File: config.mk
export PLATFORM = sky130hd
export DESIGN_NAME = gost89_ecb_stream_ctrl
export DESIGN_NICKNAME = d
export VERILOG_FILES = /design/src/rtl/gost89_ecb_stream_ctrl.sv
export SDC_FILE = /design/constraint.sdc
export NUM_CORES = 1
export LEC_CHECK = 0
export CAP_MARGIN = 30
export CORE_ASPECT_RATIO = 0.75
export CORE_MARGIN = 5
export CORE_UTILIZATION = 43
export DETAILED_ROUTE_END_ITERATION = 6
export HOLD_SLACK_MARGIN = 0.02
export PLACE_DENSITY_LB_ADDON = 0.1
export SYNTH_ARGS = -nofsm -noshare
export SYNTH_HDL_FRONTEND = slang
export SYNTH_SLANG_ARGS = --single-unit
File: constraint.sdc
create_clock -name clk -period 1.9 [get_ports clk]
set_clock_uncertainty 0.05 [all_clocks]
set_input_delay 0.38 -clock clk [delete_from_list [all_inputs] [get_ports clk]]
set_output_delay 0.38 -clock clk [all_outputs]
set_load 0.05 [all_outputs]
File: src/rtl/gost89_ecb_stream_ctrl.sv
// Streaming wrapper around a gost89_ecb core: one block in flight, 2-entry result FIFO,
// watchdog on the core and a synchronous flush. Handshake: a transfer happens on a rising edge where valid&ready.
module gost89_ecb_stream_ctrl #(
    parameter int MAX_CYCLES = 48
) (
    input  logic        clk,
    input  logic        reset,
    input  logic        in_valid,
    output logic        in_ready,
    input  logic [63:0] in_data,
    input  logic        in_mode,
    input  logic        abort,
    output logic        out_valid,
    input  logic        out_ready,
    output logic [63:0] out_data,
    output logic        core_load,
    output logic        core_mode,
    output logic [63:0] core_in,
    output logic        core_reset,
    input  logic [63:0] core_out,
    input  logic        core_busy,
    output logic [15:0] blk_count,
    output logic        error,
    output logic [1:0]  dbg_state
);

    localparam int WDW = $clog2(MAX_CYCLES + 1);

    typedef enum logic [1:0] {S_IDLE, S_LOAD, S_START, S_RUN} state_t;

    state_t      r_state, w_next_state;
    logic [1:0]  r_rst_sync;
    logic        r_mode;
    logic [63:0] r_core_in;
    logic        r_core_reset;
    logic [15:0] r_blk_count;
    logic        r_error;
    logic [WDW-1:0] r_wd;
    logic [63:0] r_mem [2];
    logic        r_wr_ptr;
    logic        r_rd_ptr;
    logic [1:0]  r_count;

    logic w_accept, w_push, w_pop, w_timeout, w_in_ready, w_core_load, w_wd_hit;

    // Release of reset is re-timed so nothing is accepted on the release edge itself.
    always_ff @(posedge clk or negedge reset) begin
        if (!reset) r_rst_sync <= 2'b00;
        else        r_rst_sync <= {r_rst_sync[0], 1'b1};
    end

    always_ff @(posedge clk or negedge reset) begin
        if (!reset) r_state <= S_IDLE;
        else        r_state <= w_next_state;
    end

    assign w_wd_hit = (r_wd >= WDW'(MAX_CYCLES - 1));

    always_comb begin
        w_next_state = r_state;
        w_accept     = 1'b0;
        w_push       = 1'b0;
        w_timeout    = 1'b0;
        w_in_ready   = 1'b0;
        w_core_load  = 1'b0;
        if (abort) begin
            w_next_state = S_IDLE;
        end else begin
            case (r_state)
                S_IDLE: begin
                    // count <= 1 leaves a free slot for the result of the block about to start
                    w_in_ready = r_rst_sync[1] && (r_count <= 2'd1);
                    if (w_in_ready && in_valid) begin
                        w_accept     = 1'b1;
                        w_next_state = S_LOAD;
                    end
                end
                S_LOAD: begin
                    w_core_load  = 1'b1;
                    w_next_state = S_START;
                end
                S_START: begin
                    if (w_wd_hit) begin
                        w_timeout    = 1'b1;
                        w_next_state = S_IDLE;
                    end else if (core_busy) begin
                        w_next_state = S_RUN;
                    end
                end
                S_RUN: begin
                    if (!core_busy) begin
                        w_push       = 1'b1;
                        w_next_state = S_IDLE;
                    end else if (w_wd_hit) begin
                        w_timeout    = 1'b1;
                        w_next_state = S_IDLE;
                    end
                end
                default: w_next_state = S_IDLE;
            endcase
        end
    end

    assign w_pop = (r_count != 2'd0) && out_ready && !abort;

    always_ff @(posedge clk or negedge reset) begin
        if (!reset) begin
            r_mode       <= 1'b0;
            r_core_in    <= 64'd0;
            r_core_reset <= 1'b0;
            r_blk_count  <= 16'd0;
            r_error      <= 1'b0;
            r_wd         <= '0;
            r_mem[0]     <= 64'd0;
            r_mem[1]     <= 64'd0;
            r_wr_ptr     <= 1'b0;
            r_rd_ptr     <= 1'b0;
            r_count      <= 2'd0;
        end else begin
            r_core_reset <= abort | w_timeout;
            if (w_accept) begin
                r_core_in <= in_data;
                r_mode    <= in_mode;
            end
            if (w_accept)                           r_wd <= '0;
            else if (r_state != S_IDLE && !abort)   r_wd <= r_wd + 1'b1;
            if (w_timeout) r_error <= 1'b1;
            if (w_push)    r_blk_count <= r_blk_count + 16'd1;
            if (abort) begin
                r_wr_ptr <= 1'b0;
                r_rd_ptr <= 1'b0;
                r_count  <= 2'd0;
            end else begin
                if (w_push) begin
                    r_mem[r_wr_ptr] <= core_out;
                    r_wr_ptr        <= ~r_wr_ptr;
                end
                if (w_pop) r_rd_ptr <= ~r_rd_ptr;
                case ({w_push, w_pop})
                    2'b10:   r_count <= r_count + 2'd1;
                    2'b01:   r_count <= r_count - 2'd1;
                    default: r_count <= r_count;
                endcase
            end
        end
    end

    assign in_ready   = w_in_ready;
    assign out_valid  = (r_count != 2'd0);
    assign out_data   = r_mem[r_rd_ptr];
    assign core_load  = w_core_load;
    assign core_mode  = r_mode;
    assign core_in    = r_core_in;
    assign core_reset = r_core_reset;
    assign blk_count  = r_blk_count;
    assign error      = r_error;
    assign dbg_state  = r_state;

endmodule

== Word-level counts from Yosys, hierarchy flattened ==
Cells that the tools add are included.

* Bits in registers: 225
* Bits in latches: 0
* RAM bits: 0
* ROM bits: 0
* Input port bits: 135
* Word-level logic and storage cells: 87
* Memories: 0

* $add $sub $neg: 4
* Multiply operators: 0
* Div/mod/pow operators: 0
* Order comparisons: 5
* Equality and inequality tests: 8
* Shift-type cells: 0
* Mux-type cells: 35
* Bitwise logic cells: 6
* Reductions and logical operators: 16

{| class="wikitable"
|+ Operators by type and width
! kind !! count
|-
| $mux 64 || 4
|-
| $bwmux 128 || 1
|-
| $demux 64 s1 || 1
|-
| $mux 1 || 17
|-
| $add 16x1->16 const B || 1
|-
| $mux 2 || 7
|-
| $mux 6 || 2
|-
| $reduce_bool 2->1 || 5
|-
| $ne 4x4->1 const B || 2
|-
| $pmux 2 s4 || 1
|-
| $add 6x1->6 const B || 1
|-
| $eq 2x2->1 const B || 3
|-
| $ge 6x6->1 const B || 1
|-
| $logic_and 1x1->1 || 6
|-
| $eq 2x1->1 const B || 2
|-
| $ge 2x2->1 const B || 2
|-
| $not 1->2 || 2
|-
| $pmux 2 s2 || 1
|-
| $ne 3x3->1 const B || 1
|-
| $not 1->1 || 3
|-
| $reduce_and 3->1 || 1
|-
| $reduce_bool 3->1 || 1
|-
| $add 2x1->2 const B || 1
|-
| $le 2x1->1 const B || 1
|-
| 7 further kinds || 7
|}

== Depth between registers and ports, before layout ==
Gate-level depths: netlist (run 1).

* Depth in word-level cells: 7
* Depth in mapped cells: 7
* Depth with buffers taken out: 6

== Least setup slack after synthesis (run 1) ==
No wires, ideal clock.

* Path kind: register to output
* From: register r_state[1], in the netlist dbg_state[1]
* To: output in_ready
* Data arrival time: 2.328 ns
* Required time: 1.470 ns
* Setup slack: -0.858 ns
* Stages on the path, launching flop included: 3
* Path buffers: 1
* Path through: dfrtp_1 -> buf_6 -> nor4_1

* Word-level cells in the longest chain between the ends: 3

{| class="wikitable"
|+ Ends and longest elaborated chain
! what !! RTL line !! text
|-
| from (decl) || 31 || <nowiki>state_t r_state, w_next_state;</nowiki>
|-
| from (signal assigned) || 54 || <nowiki>else r_state <= w_next_state;</nowiki>
|-
| $logic_not 2->1 || 69 || <nowiki>case (r_state)</nowiki>
|-
| $mux 1 || 69 ||
|-
| $mux 1 || 66 || <nowiki>if (abort) begin</nowiki>
|-
| to (decl) || 9 || <nowiki>output logic in_ready,</nowiki>
|}

No other way between the ends.

== Worst setup path after layout (run 1) ==
* From: register r_rd_ptr
* To: output out_data[23]

* Word-level cells in the longest chain between the ends: 4

{| class="wikitable"
|+ Ends and longest elaborated chain
! what !! RTL line !! text
|-
| from (decl) || 41 || <nowiki>logic r_rd_ptr;</nowiki>
|-
| from (signal assigned) || 138 || <nowiki>if (w_pop) r_rd_ptr <= ~r_rd_ptr;</nowiki>
|-
| $not 1->2 (not written as such) || 150 || <nowiki>assign out_data = r_mem[r_rd_ptr];</nowiki>
|-
| $mux 64 (not written as such) (3 in a row) || 150 ||
|-
| to (decl) || 15 || <nowiki>output logic [63:0] out_data,</nowiki>
|}

No other way between the ends. The select of a mux whose other input is x is not followed.

==> run summary, run 1 <==
Initial antenna violation count: 0
Post-synth top flop: dfrtp_1
Fmax: 454 MHz
Clk sinks: 225
Drt drc: 0
Post-Route WL: 26600 um
Critical Path AT: 1.77 ns
Vias in the first global route: 7109
R2R setup slack: -0.16 ns
Die Span Y: 140 um
Type of origin of the critical path: flip-flop
DR vias/cell: 5.00
Rows: 47
Min cycle time layout: 2.20 ns
Non-filler cells, final: 1281
FILL cells: 1583
Seq/Total Area, Yosys: 58.1%
Synth-to-layout area growth: 51.1%
Wirelength per Cell: 20.7 um
Synthesized area: 0.00969 sq mm
Total GRT Usage: 19.6%
Crit Path Category: flip-flop to output port
Area taken by multi-input logic gates: 0.00416 sq mm
Syn Area/Cell: 15.6 sq um
Placed cell count: 1215
HP Class: input port to async pin
Final setup fails: 130
Critical R2R Capture: core_in[34]$_DFFE_PN0P_
Violated checks: setup timing
Port Buf Inserts: 286
Cell area after layout: 0.0146 sq mm
Worst Setup SP: r_rd_ptr$_DFFE_PN0P_
Core area: 0.0221 sq mm
Total gr overflow: 0
Final worst slack: -0.303 ns
Largest net degree at the start of global routing: 55
Post-synth ARST share: 100%
Reg2Reg Depth: 7
Req. time, crit path: 1.47 ns
# diodes: 0
Pwr Density: 1160 mW/mm^2
Die area: 0.0257 sq mm
CTS tree: done
Outcome: finished with violations
Post-synth EDFFs: 0
Slew Viols, Final: 0
Final Hold Slack: 0.273 ns
Crit share post-route: 116%
Seq cells post-synth: 225
Count of different cell masters after synthesis: 41
IO Pins: 287
Most frequent cells in the layout: 222 x dfrtp_1, 132 x mux2_4, 132 x clkdlybuf4s50_1, 127 x mux2_2, 111 x buf_4
DRT iter0 DRCs: 244
Drt first pass iters: 4
Flip-flop and latch area: 0.00563 sq mm
Net count after synthesis: 761
Crit path max-delay family: buffers and inverters
Via count: 6407
Placed inst area: 0.0131 sq mm
Most common cell after layout, fill and taps aside: dfrtp_1
Synthesized instance count: 622
Chip width: 183 um
ANT nets after route: 0
Critical-path cell list: buf_6 > buf_16 > mux2_2 > buf_6
Critical Path Most Common Cell: buf_6
RD Place Congestion: 0.845
Maximum vdd drop: 0.000614 V
Max_cap viols: 0
Cts bufs inserted: 23
Crit. End Element: output port
Number of synthesis warnings: 0
RSZ-0062 raised after global routing: true
Max stage delay on crit path: 0.43 ns
Leak: 0.00716 uW
First-pass GRT wire length: 40600 um
Crit-path max FO: 13
Ratio of cells with drive above 1 in the final layout: 53.7%
Worst-skew pair later-pin latency: 0.49 ns
Crit-path slowest cell: dfrtp_2
Layout net count: 1110
Worst reg2reg startpoint: r_count[1]$_DFFE_PN0P_
Maximum clock path buffer count: 3
Buf+Inv Stages, Crit Path: 3
HPWL after DPL: 17700 um
Root Driver: clkbuf_16
Initial core utilization: 43.8%
CTS clk-pin slew, worst paths: 0.06 ns
Count of final hold-check violations: 0
H-tree depth: 1
==> cells in the mapped netlist (2+ instances only) <==
cell type	instances	area (sq um)
a211oi_1	2	15.0
a21oi_1	4	20.0
and3_1	3	18.8
buf_4	4	30.0
buf_6	17	191
clkbuf_1	8	30.0
dfrtp_1	225	5630
ha_1	4	50.1
inv_1	10	37.5
mux2_1	5	56.3
mux2_2	204	2300
mux2_4	50	751
mux2i_1	2	20.0
nand2_1	10	37.5
nand2b_1	2	12.5
nand3_1	6	30.0
nand4_1	4	25.0
nor2_1	13	48.8
nor2b_1	2	12.5
nor3_1	3	15.0
o21ai_0	4	20.0
o22ai_1	4	25.0
xnor2_1	12	105
xor2_1	7	61.3
==> metal layers <==
layer / global-route usage [%] / part of all wire, %
met5: 0 / 0
met4: 4.31 / 2.2
met3: 3.89 / 5.4
met2: 32.2 / 48
met1: 27.2 / 44
==> how the worst max path moves through the flow <==
stage	end	slack, ns	depth (start not counted)
global placement	core_in[24]$_DFFE_PN0P_	-0.31	4
floorplan	in_ready	-0.21	3
detailed placement	core_in[34]$_DFFE_PN0P_	-0.34	4
finish	out_data[23]	-0.30	4
CTS	out_data[49]	-0.34	4
global route	out_data[20]	-0.36	4
==> kinds of logic (layout without fill, tap and decap cells) <==
| logic type | Yosys count | after routing | synth area share, % |
|---|---|---|---|
| AOI/OAI and AO/OA | 18 | 18 | 1.15 |
| xor gates and xnor gates | 19 | 19 | 1.72 |
| adders and majority gates | 4 | 4 | 0.517 |
| buffers and inverters | 40 | 404 | 3.04 |
| DFF | 225 | 225 | 58.1 |
| muxes | 261 | 261 | 32.3 |
| other | 1 | 1 | 0.0387 |
| and+or+nand+nor | 54 | 55 | 3.15 |
==> flip-flops by register name, indices dropped and copies added, names as in the netlist <==
name,flops
core_in,64
r_count,2
dbg_state,2
core_reset,1
r_rd_ptr,1
r_wr_ptr,1
blk_count,16
r_rst_sync,2
r_wd,6
error,1
core_mode,1
r_mem,128
==> timing repair <==
action / CTS / global route
endpoints found under the hold margin: 180 / 0
setup buffers: 14 / 1
hold buffers: 1 / 0
resized for setup: 106 / 32
pin swaps: 6 / 2
gates cloned: 8 / 6
endpoints found under the setup margin: 130 / 164
==> through the flow <==
step	TNS, ns	utilization [%]	setup WS [ns]	power (uW)
after detailed placement	-48.92	59.1	-0.337	12200
after floorplan	-6.59	-	-0.210	10100
after global placement	-44.32	59.1	-0.309	12000
after CTS	-29.59	65.5	-0.345	17000
after global routing	-32.84	66.2	-0.358	17700
final	-26.86	66.2	-0.303	17000
==> final cells by class <==
type                    instances  area share, %
repair buffers                353           25.4
multi-input cells             358           28.4
flip-flops and latches        225           38.5
clock buffers                  37           4.77
inverters                      10          0.257
clock inverters                 4          0.154
well taps                     294           2.51
==> report_power, final <==
| part | switching, uW | internal, uW | total, uW |
|---|---|---|---|
| logic | 3830 | 2810 | 6640 |
| registers | 493 | 5540 | 6030 |
| clock network | 1820 | 2510 | 4330 |
Note: power is estimated with default switching activity, not from simulation.
==> run 2: changes to the inputs <==
--- a/config.mk
+++ b/config.mk
@@ -11,7 +11,7 @@
 export CORE_UTILIZATION = 43
 export DETAILED_ROUTE_END_ITERATION = 6
 export HOLD_SLACK_MARGIN = 0.02
-export PLACE_DENSITY_LB_ADDON = 0.1
+export PLACE_DENSITY = 0.85
 export SYNTH_ARGS = -nofsm -noshare
 export SYNTH_HDL_FRONTEND = slang
 export SYNTH_SLANG_ARGS = --single-unit
==> run summary, run 2 (synthesis gave the netlist of run 1 again) <==
Outcome: finished with violations (unchanged)
Violated checks: setup timing (unchanged)
Rows: 47 (unchanged)
Req. time, crit path: 1.47 ns (about the same)
ANT nets after route: 0 (unchanged)
Total GRT Usage: 20.0% (was 19.6%)
Buf+Inv Stages, Crit Path: 2 (was 3)
Area taken by multi-input logic gates: 0.00425 sq mm (was 0.00416 sq mm)
CTS tree: done (unchanged)
Ratio of cells with drive above 1 in the final layout: 53.8% (was 53.7%)
Final core occ: 67.0% (was 66.2%)
Chip width: 183 um (unchanged)
Crit-path slowest cell: dfrtp_2 (unchanged)
Die Span Y: 140 um (unchanged)
RSZ-0062 raised after global routing: true (unchanged)
Maximum vdd drop: 0.000857 V (was 0.000614 V)
Cell area after layout: 0.0148 sq mm (was 0.0146 sq mm)
Type of origin of the critical path: flip-flop (unchanged)
Critical Path AT: 1.74 ns (was 1.77 ns)
Initial core utilization: 43.8% (unchanged)
HP Class: flip-flop to flip-flop (was input port to async pin)
Critical-path cell list: buf_12 > mux2_2 > buf_6 (was buf_6 > buf_16 > mux2_2 > buf_6)
Synth-to-layout area growth: 53.1% (was 51.1%)
Port Buf Inserts: 286 (unchanged)
H-tree depth: 1 (unchanged)
Layout net count: 1110 (unchanged)
Pwr Density: 1170 mW/mm^2 (was 1160 mW/mm^2)
Post-Route WL: 26700 um (was 26600 um)
Final setup fails: 129 (was 130)
Via count: 6502 (was 6407)
Max_cap viols: 0 (unchanged)
Drt drc: 0 (unchanged)
Max FFs per register: 128 (unchanged)
Crit. End Element: output port (unchanged)
Crit Path Category: flip-flop to output port (unchanged)
Worst-skew pair later-pin latency: 0.49 ns (about the same)
Leak: 0.00729 uW (was 0.00716 uW)
# diodes: 0 (unchanged)
Cts bufs inserted: 23 (unchanged)
Placed inst area: 0.0130 sq mm (was 0.0131 sq mm)
Wirelength per Cell: 20.9 um (was 20.7 um)
Crit path max-delay family: flip-flops (was buffers and inverters)
Die area: 0.0257 sq mm (unchanged)
IO Pins: 287 (unchanged)
Crit share post-route: 114% (was 116%)
Largest net degree at the start of global routing: 64 (was 55)
Vias in the first global route: 7123 (was 7109)
Slew of the pin with the lowest slew margin: 0.525 ns
Crit-path max FO: 26 (was 13)
DR vias/cell: 5.08 (was 5.00)
Min cycle time layout: 2.17 ns (was 2.20 ns)
Maximum clock path buffer count: 3 (unchanged)
Count of final hold-check violations: 0 (unchanged)
Root Driver: clkbuf_16 (unchanged)
Most frequent cells in the layout: 222 x dfrtp_1, 161 x mux2_4, 132 x clkdlybuf4s50_1, 114 x buf_4, 98 x mux2_2 (was 222 x dfrtp_1, 132 x mux2_4, 132 x clkdlybuf4s50_1, 127 x mux2_2, 111 x buf_4)
Final TNS setup: -25.66 ns (was -26.86 ns)
Fmax: 461 MHz (was 454 MHz)
Drt first pass iters: 6 (was 4)
Most common cell after layout, fill and taps aside: dfrtp_1 (unchanged)
FILL cells: 1505 (was 1583)
Max stage delay on crit path: 0.45 ns (was 0.43 ns)
Core area: 0.0221 sq mm (unchanged)
CTS clk-pin slew, worst paths: 0.06 ns (about the same)
RD Place Congestion: 0.771 (was 0.845)
First-pass GRT wire length: 41500 um (was 40600 um)
Final worst slack: -0.269 ns (was -0.303 ns)
Total gr overflow: 0 (unchanged)
Clk sinks: 225 (unchanged)
Flip-flop and latch area: 0.00563 sq mm (unchanged)
Slew Viols, Final: 0 (unchanged)
Worst slew margin: 65.0%
Initial antenna violation count: 1 (was 0)
DRT iter0 DRCs: 350 (was 244)
HPWL after DPL: 17000 um (was 17700 um)
Most flops, register: r_mem (unchanged)
-- run 2: cell count changes in the layout (fill, tap and decap cells not counted), sizes merged --
cell | previous run | this run
bufinv | 0 | 3
buf | 214 | 218
or4 | 2 | 1
clkbuf | 42 | 35
clkinvlp | 1 | 0
-- run 2: final cells by class --
class                   instances  share of cell area (%)
clock buffers                  33                    4.47
clock inverters                 6                   0.709
inverters                      10                   0.270
multi-input cells             357                    28.7
flip-flops and latches        225                    38.0
well taps                     294                    2.48
repair buffers                354                    25.4
-- run 2: path summary, 6_finish.rpt --
path | start | end | slack, ns | cells past startpoint
min | r_rst_sync[0]$_DFF_PN0_ | r_rst_sync[1]$_DFF_PN0_ | 0.30 | 0
max reg2reg | r_count[1]$_DFFE_PN0P_ | core_in[39]$_DFFE_PN0P_ | -0.23 | 8
min reg2reg | r_rst_sync[0]$_DFF_PN0_ | r_rst_sync[1]$_DFF_PN0_ | 0.30 | 0
min in group asynchronous | reset | r_mem[29]$_DFFE_PN0P_ | 0.40 | 2
max | r_rd_ptr$_DFFE_PN0P_ | out_data[29] | -0.27 | 3
max in group asynchronous | reset | dbg_state[1]$_DFFE_PN0P_ | 0.75 | 3
-- run 2: layer usage --
metal  vias up  GRT usage, %  routed length [um]
met1      3327          27.6               11500
met2       228          32.8               12900
met3        47          4.67                1620
li1       2898             -                   -
met4         2          4.19                 657
met5         -             0                   7
-- run 2: where the power goes --
| part | switching (uW) | internal (uW) |
|---|---|---|
| clock network | 1830 | 2820 |
| logic | 3820 | 2800 |
| registers | 533 | 5540 |
| total | 6180 | 11200 |
-- run 2: stage by stage --
stage | instances | worst slack [ns] | hold WS, ns | power, uW
floorplan | 622 | -0.210 | 0.0344 | 10100
global placement | 1213 | -0.306 | 0.284 | 12000
detailed placement | 1213 | -0.342 | 0.288 | 12100
CTS | 1272 | -0.287 | 0.301 | 17200
global route | 1279 | -0.312 | 0.302 | 18000
finish | 1279 | -0.269 | 0.297 | 17300
-- run 2: repair_timing --
item,CTS,global route
pin swaps,2,2
setup endpoints to repair,126,132
buffers inserted,11,6
hold endpoints to repair,56,0
gates cloned,8,2
hold buffers,1,0
resized for setup,129,27
==> run 3: changes to the inputs <==
--- a/config.mk
+++ b/config.mk
@@ -10,6 +10,7 @@
 export CORE_MARGIN = 5
 export CORE_UTILIZATION = 43
 export DETAILED_ROUTE_END_ITERATION = 6
+export GPL_ROUTABILITY_DRIVEN = 1
 export HOLD_SLACK_MARGIN = 0.02
 export PLACE_DENSITY = 0.85
 export SYNTH_ARGS = -nofsm -noshare
==> results of run 3 <==
Same layout as run 2: the final DEF is identical, and so are final timing and power.
